`src/rtl/log_seq_pkg.sv`:
```
// log_seq_pkg: shared constants for the log capture sequencer.
//   - command opcodes carried on GPIO [31:24]
//   - sequencer FSM state encodings
//   - logged-source select codes
package log_seq_pkg;

   localparam int unsigned OPCODE_W = 8;
   localparam int unsigned PAYLOAD_W = 16;
   localparam int unsigned SEL_W = 3;

   localparam logic [OPCODE_W-1:0] OP_START     = 8'h03;
   localparam logic [OPCODE_W-1:0] OP_SET_RADDR = 8'h04;
   localparam logic [OPCODE_W-1:0] OP_ABORT     = 8'h07;
   localparam logic [OPCODE_W-1:0] OP_INC_RADDR = 8'h08;

   localparam logic [SEL_W-1:0] SEL_FSE_IN    = 3'd0;
   localparam logic [SEL_W-1:0] SEL_SLICER_IN = 3'd1;
   localparam logic [SEL_W-1:0] SEL_COEFF     = 3'd2;
   localparam logic [SEL_W-1:0] SEL_ERROR     = 3'd3;

   typedef enum logic [1:0] {
      ST_IDLE = 2'd0,
      ST_ARM  = 2'd1,
      ST_CAPT = 2'd2,
      ST_DONE = 2'd3
   } seq_state_e;

endpackage

```
`src/rtl/log_cmd_decoder.sv`:
```
// log_cmd_decoder: rising-edge detect on the GPIO command strobe and opcode
// decode into single-cycle command pulses.
// Ports:
//   clk, w_reset        clock, synchronous active-high reset
//   i_cmd_valid         command strobe (level, may be held high)
//   i_cmd_opcode        command opcode
//   i_cmd_sel           payload[2:0], start source select
//   o_start_c .. o_inc_raddr_c  combinational command pulses, one per strobe edge
//   o_sel_c             select value accompanying a start
module log_cmd_decoder
   import log_seq_pkg::*;
(
   input  logic                clk,
   input  logic                w_reset,
   input  logic                i_cmd_valid,
   input  logic [OPCODE_W-1:0] i_cmd_opcode,
   input  logic [SEL_W-1:0]    i_cmd_sel,
   output logic                o_start_c,
   output logic                o_abort_c,
   output logic                o_set_raddr_c,
   output logic                o_inc_raddr_c,
   output logic [SEL_W-1:0]    o_sel_c
);

   logic cmd_valid_q;
   logic cmd_valid_d;
   logic accept_c;

   // Previous strobe level for edge detection
   always_comb cmd_valid_d = i_cmd_valid;

   always_ff @(posedge clk) begin
      if (w_reset) cmd_valid_q <= 1'b0;
      else         cmd_valid_q <= cmd_valid_d;
   end

   // Decode only on the first high cycle of the strobe
   always_comb begin
      accept_c      = i_cmd_valid & ~cmd_valid_q;
      o_start_c     = 1'b0;
      o_abort_c     = 1'b0;
      o_set_raddr_c = 1'b0;
      o_inc_raddr_c = 1'b0;
      o_sel_c       = i_cmd_sel;
      if (accept_c) begin
         case (i_cmd_opcode)
            OP_START:     o_start_c     = 1'b1;
            OP_ABORT:     o_abort_c     = 1'b1;
            OP_SET_RADDR: o_set_raddr_c = 1'b1;
            OP_INC_RADDR: o_inc_raddr_c = 1'b1;
            default:      ;
         endcase
      end
   end

endmodule

```
`src/rtl/log_capture_sequencer.sv`:
```
// log_capture_sequencer: GPIO-commanded capture sequencer that streams one
// selected signal source into a log RAM at its sample-strobe rate, plus a
// host-controlled RAM read pointer and a status readback word.
// Configuration: define LOG_TRIGGER_EN to add i_trigger and hold ARM until
// the trigger is seen; default build passes ARM -> CAPT after one cycle.
// Ports:
//   clk, w_reset                 clock, synchronous active-high reset
//   i_cmd_valid/opcode/payload   GPIO command interface
//   i_rate_two, i_rate_one       2xBR and 1xBR sample strobes
//   i_trigger                    capture trigger (LOG_TRIGGER_EN only)
//   o_ram_we, o_ram_waddr        log RAM write port
//   o_ram_raddr                  log RAM read address
//   o_data_sel                   logged-source select
//   o_busy, o_done               capture in progress / complete
//   o_status                     {state, done, err, 0, full, count}
module log_capture_sequencer
   import log_seq_pkg::*;
#(
   parameter int unsigned RAM_ADDR_W = 15,
   parameter int unsigned NBT_GPIOS  = 32
) (
   input  logic                  clk,
   input  logic                  w_reset,
   input  logic                  i_cmd_valid,
   input  logic [OPCODE_W-1:0]   i_cmd_opcode,
   input  logic [PAYLOAD_W-1:0]  i_cmd_payload,
   input  logic                  i_rate_two,
   input  logic                  i_rate_one,
`ifdef LOG_TRIGGER_EN
   input  logic                  i_trigger,
`endif
   output logic                  o_ram_we,
   output logic [RAM_ADDR_W-1:0] o_ram_waddr,
   output logic [RAM_ADDR_W-1:0] o_ram_raddr,
   output logic [SEL_W-1:0]      o_data_sel,
   output logic                  o_busy,
   output logic                  o_done,
   output logic [NBT_GPIOS-1:0]  o_status
);

   // Count needs one extra bit so a full RAM reads back as depth
   localparam int unsigned CNT_W = RAM_ADDR_W + 1;
   localparam logic [CNT_W-1:0] DEPTH = {1'b1, {RAM_ADDR_W{1'b0}}};
   localparam logic [CNT_W-1:0] LAST  = {1'b0, {RAM_ADDR_W{1'b1}}};

   logic start_c;
   logic abort_c;
   logic set_raddr_c;
   logic inc_raddr_c;
   logic [SEL_W-1:0] sel_c;
   logic strobe_c;
   logic arm_go_c;
   logic full_c;
   logic [31:0] status_word_c;

   seq_state_e            state_q,     state_d;
   logic [CNT_W-1:0]      count_q,     count_d;
   logic [RAM_ADDR_W-1:0] raddr_q,     raddr_d;
   logic [SEL_W-1:0]      data_sel_q,  data_sel_d;
   logic                  err_q,       err_d;
   logic                  ram_we_q,    ram_we_d;
   logic [RAM_ADDR_W-1:0] ram_waddr_q, ram_waddr_d;
   logic                  busy_q,      busy_d;
   logic                  done_q,      done_d;
   logic [NBT_GPIOS-1:0]  status_q,    status_d;

   log_cmd_decoder u_cmd_decoder (
      .clk           (clk),
      .w_reset       (w_reset),
      .i_cmd_valid   (i_cmd_valid),
      .i_cmd_opcode  (i_cmd_opcode),
      .i_cmd_sel     (i_cmd_payload[SEL_W-1:0]),
      .o_start_c     (start_c),
      .o_abort_c     (abort_c),
      .o_set_raddr_c (set_raddr_c),
      .o_inc_raddr_c (inc_raddr_c),
      .o_sel_c       (sel_c)
   );

   // Coefficient and error sources run at 1xBR, the others at 2xBR
   always_comb begin
      strobe_c = ((data_sel_q == SEL_COEFF) || (data_sel_q == SEL_ERROR)) ?
                 i_rate_one : i_rate_two;
   end

`ifdef LOG_TRIGGER_EN
   always_comb arm_go_c = i_trigger;
`else
   always_comb arm_go_c = 1'b1;
`endif

   always_ff @(posedge clk) begin
      if (w_reset) begin
         state_q     <= ST_IDLE;
         count_q     <= '0;
         raddr_q     <= '0;
         data_sel_q  <= '0;
         err_q       <= 1'b0;
         ram_we_q    <= 1'b0;
         ram_waddr_q <= '0;
         busy_q      <= 1'b0;
         done_q      <= 1'b0;
         status_q    <= '0;
      end else begin
         state_q     <= state_d;
         count_q     <= count_d;
         raddr_q     <= raddr_d;
         data_sel_q  <= data_sel_d;
         err_q       <= err_d;
         ram_we_q    <= ram_we_d;
         ram_waddr_q <= ram_waddr_d;
         busy_q      <= busy_d;
         done_q      <= done_d;
         status_q    <= status_d;
      end
   end

   // Next-state, capture counter, read pointer and status
   always_comb begin
      state_d     = state_q;
      count_d     = count_q;
      raddr_d     = raddr_q;
      data_sel_d  = data_sel_q;
      err_d       = err_q;
      ram_we_d    = 1'b0;
      ram_waddr_d = ram_waddr_q;
      done_d      = done_q;

      // Read pointer is independent of the capture FSM
      if (set_raddr_c) begin
         raddr_d = RAM_ADDR_W'(i_cmd_payload);
      end else if (inc_raddr_c) begin
         raddr_d = raddr_q + RAM_ADDR_W'(1);
      end

      case (state_q)
         ST_IDLE, ST_DONE: begin
            if (abort_c && (state_q == ST_DONE)) begin
               state_d = ST_IDLE;
               done_d  = 1'b0;
            end else if (start_c) begin
               if (sel_c[2]) begin
                  err_d = 1'b1;
               end else begin
                  data_sel_d = sel_c;
                  count_d    = '0;
                  done_d     = 1'b0;
                  err_d      = 1'b0;
                  state_d    = ST_ARM;
               end
            end
         end
         ST_ARM: begin
            if (abort_c) begin
               state_d = ST_IDLE;
               done_d  = 1'b0;
            end else if (arm_go_c) begin
               state_d = ST_CAPT;
            end
         end
         ST_CAPT: begin
            // Abort takes priority over a coinciding strobe
            if (abort_c) begin
               state_d = ST_IDLE;
               done_d  = 1'b0;
            end else if (strobe_c) begin
               ram_we_d    = 1'b1;
               ram_waddr_d = RAM_ADDR_W'(count_q);
               count_d     = count_q + CNT_W'(1);
               if (count_q == LAST) begin
                  state_d = ST_DONE;
                  done_d  = 1'b1;
               end
            end
         end
         default: state_d = ST_IDLE;
      endcase

      busy_d        = (state_d == ST_ARM) || (state_d == ST_CAPT);
      full_c        = (count_d == DEPTH);
      status_word_c = {state_d, done_d, err_d, 12'd0, full_c, 15'(count_d)};
      status_d      = NBT_GPIOS'(status_word_c);
   end

   assign o_ram_we    = ram_we_q;
   assign o_ram_waddr = ram_waddr_q;
   assign o_ram_raddr = raddr_q;
   assign o_data_sel  = data_sel_q;
   assign o_busy      = busy_q;
   assign o_done      = done_q;
   assign o_status    = status_q;

endmodule
```
`config.mk`:
```
export PLATFORM = sky130hd
export DESIGN_NAME = log_capture_sequencer
export DESIGN_NICKNAME = d
export VERILOG_FILES = /design/src/rtl/log_seq_pkg.sv /design/src/rtl/log_cmd_decoder.sv /design/src/rtl/log_capture_sequencer.sv
export SDC_FILE = /design/constraint.sdc
export NUM_CORES = 1
export LEC_CHECK = 0
export BUFFER_PORTS_ARGS = -buffer_cell sky130_fd_sc_hd__buf_2
export CORE_AREA = 2 2 78 80
export CTS_CLUSTER_DIAMETER = 60
export DETAILED_ROUTE_END_ITERATION = 8
export DIE_AREA = 0 0 80 82
export PLACE_DENSITY = 0.79
export SYNTH_ARGS = -nofsm -noshare
export SYNTH_HDL_FRONTEND = slang
export SYNTH_SLANG_ARGS = --single-unit
```
`constraint.sdc`:
```
create_clock -name clk -period 4.3 [get_ports clk]
set_input_delay 0.645 -clock clk [delete_from_list [all_inputs] [get_ports clk]]
set_output_delay 0.645 -clock clk [all_outputs]
set_load 0.005 [all_outputs]
```
==> reports/results.ini <==
[run_status]
status = finished clean

[sta]
period_minus_slack_ns = 2.818
final.setup_skew_ns = 0.008535
timing.final.max_slew_violations = 0
setup-tns-final_ns = 0
clock.fmax_mhz = 354.9
final_hold_vio_count = 0
slew_headroom_pct = 29.75
fin_crit_sh_pct = 65.52
worst-slew-pin-transition_ns = 1.050
finalSetupViolCount = 0
rsz0062_at_grt = no

[placed_design]
place.detailed.hpwl_um = 5069
globalplace.congestion = 0.9060
io_buf_count = 82

[logic_synthesis]
synth-edff-count = 0
syn_area_sq_um = 3055
mean_cell_area_of_the_mapped_netlist_sq_um = 8.020
ys.warnings.count = 0
yosys_register_bits = 56
yosys_most_used_dff = sky130_fd_sc_hd__dfxtp_1
asyncSetResetFlopFracSynth_pct = 0
ys_types = 51
synth_seq_area_share_pct = 36.69
synthCells = 381

[cells_and_area]
antenna-diode-count = 0
finalNetCount = 467
final_core_util_pct = 59.04
fillerInstances = 578
areaGrowthSynthToFinish_pct = 11.02
final_layout_size_suffix_gt1_share_pct = 23.27

[global_route]
globalRouteOverflowTotal = 0
groute.layer.met1.usage_pct = 30.17
gr-usage-met3_pct = 3.846
antenna_found_initial = 0
grt.met2_usage_pct = 36.25
grt-busiest-layer = met2
grt_pass1_wl_um = 11540
grt_util_all_layers_pct = 22.03
via_count_of_the_first_global_routing_pass = 2417
grt_max_degree = 56

[setup_path]
worst-setup-path-type = reg2reg
critical_path_arrival_ns = 3.03
reg2reg_slack_ns = 1.48
setup.worst_path.start_class = flip-flop
timing.critical_path.cells = ha_1 > nand2b_1 > nor3_1 > a31o_2 > o21ai_0 > nand4_1 > nor4_2
critical-path-slowest-cell = sky130_fd_sc_hd__nor3_1
critical_path_required_ns = 4.51
critical_path.endpoint_type = flip-flop
max_stage_delay_ns = 0.64
critical_path_peak_fanout = 16

[drt]
drt-total-wl_um = 7059
wire_per_inst_um = 13.87
detail_route.first_pass.iterations = 4
routed-via-count = 2817
drt_iter0_drc = 198
drc = 0
ant_nets = 0
via_per_inst = 5.534

[clock_tree]
cts_made_buffers = 5
cts.sink_count = 56
cts_max_path_buffers = 2
h_tree_lvl_count = 2
clock_latency_reported_for_the_late_side_of_the_worst_skew_pair_ns = 0.31
tritoncts = done
clk_pin_slew_ns = 0.10
cts-hold-fix-buffers = 0
post-cts-setup-buffer-count = 0
post_cts_resized = 0
clock-root-buffer = sky130_fd_sc_hd__clkbuf_8

[floorplan]
floorplan.initialDensity_pct = 53.18
placementRows = 28
ios = 97
coreArea_sq_um = 5746
fp.dieArea_sq_um = 6560
dieHeight_um = 82
chipWidth_um = 80

[hold_path]
hold_path_class = reg2reg

[pwr]
leakagePower_nw = 1.419
ir_drop_v = 0.0001413
power_density_nw_per_um2 = 253.9

[job]
drv_cap = 0

==> sequential cells by signal (all words and copies together) (netlist names) <==
name / cells
o_data_sel: 2
state_q: 2
u_cmd_decoder.cmd_valid_q: 1
o_ram_raddr: 15
o_status: 3
count_q: 16
o_busy: 1
o_ram_we: 1
o_ram_waddr: 15
==> critical path: cells and delay by family (launching register included) <==
kind	cells	cell delay (ns)
compound gates	2	0.39
simple gates	4	1.32
fa+ha+maj	1	0.57
flops	1	0.43
==> where the power goes <==
group          switching (mW)  internal [mW]  leakage, nW  total [mW]
clock                   0.172          0.131       0.0445       0.304
sequential           0.000870          0.519        0.451       0.520
combinational          0.0244         0.0133        0.924      0.0377
total                   0.197          0.664         1.42       0.861
==> area by class of cell <==
type / instances / area [sq um] / share of cell area, %
multi-input combinational: 281 / 1647 / 48.54
sequential: 56 / 1121 / 33.05
timing repair buffer: 82 / 410.4 / 12.10
tap: 75 / 93.84 / 2.767
clock buffer: 7 / 86.33 / 2.545
inverter: 7 / 26.28 / 0.7746
clock inverter: 1 / 7.507 / 0.2213
==> synth_stat cells, drive strengths merged (3+ instances only) <==
library cell   n  area share, %
nor2          46            5.7
nand4         12            2.7
nor2b          3           0.61
nor3          11            1.8
and4           3           0.86
a31o           4            1.1
dfxtp         56             37
a21o           3           0.74
or3            3           0.61
nor4           6            2.1
nand2b         3           0.61
xor2           7            2.0
o21a           3           0.74
and3           6            1.2
a31oi          5            1.0
clkbuf        16            2.0
buf           33            8.1
a211oi        13            3.2
xnor2          4            1.1
ha             5            2.0
inv            7           0.86
mux2i          3           0.98
nand2         50            6.1
a21oi         27            4.4
a311oi         3           0.86
o21ai          7            1.1
nand3         15            2.5
==> layout by cell type (no fill, tap or decap), drive strengths merged, types with 7 or more instances in the layout <==
cell,n
a211oi,13
nor2,46
nand4,12
dfxtp,56
a21oi,27
clkbuf,7
conb,13
nand2,50
xor2,7
o21ai,7
nand3,15
nor3,11
buf,82
inv,7
==> through the flow <==
step / instance area [sq um] / total power [mW] / std cells / setup WS, ns / hold WS (ns)
2_1_floorplan: 3100 / 0.5601 / 393 / 1.790 / 0.4527
3_3_place_gp: 3298 / 0.5689 / 501 / 1.397 / 0.4385
3_5_place_dp: 3298 / 0.5694 / 501 / 1.400 / 0.4434
4_1_cts: 3392 / 0.8688 / 509 / 1.496 / 0.4575
5_1_grt: 3392 / 0.8891 / 509 / 1.194 / 0.4768
6_report: 3392 / 0.8612 / 509 / 1.482 / 0.4576
==> path summary, 6_finish.rpt <==
kind / from / end / cells after the start
setup / recovery: state_q[1] / o_status[15] / 7
hold / removal: o_ram_waddr[13] / o_ram_waddr[13] / 2
setup reg to reg: state_q[1] / o_status[15] / 7
hold reg to reg: o_ram_waddr[13] / o_ram_waddr[13] / 2
==> cell families (layout without fill, tap and decap cells) <==
| logic type | Yosys count | after routing | share of synthesized area (%) |
|---|---|---|---|
| AND/OR/NAND/NOR | 169 | 169 | 28.38 |
| AO/OA/AOI/OAI | 80 | 80 | 17.73 |
| flip-flops | 56 | 56 | 36.69 |
| buffers and inverters | 56 | 97 | 10.89 |
| XOR/XNOR | 11 | 11 | 3.153 |
| adder cells (fa/ha/maj) | 5 | 5 | 2.048 |
| multiplexers | 3 | 3 | 0.9828 |
| other | 1 | 13 | 0.1227 |
==> routing by layer <==
| metal | up-vias | share of wire (%) |
|---|---|---|
| met5 | - | 0 |
| met3 | 5 | 5.2 |
| met4 | 0 | 0.84 |
| met1 | 1315 | 47 |
| met2 | 76 | 47 |
| li1 | 1421 | - |
Note: power is estimated with default switching activity, not from simulation.
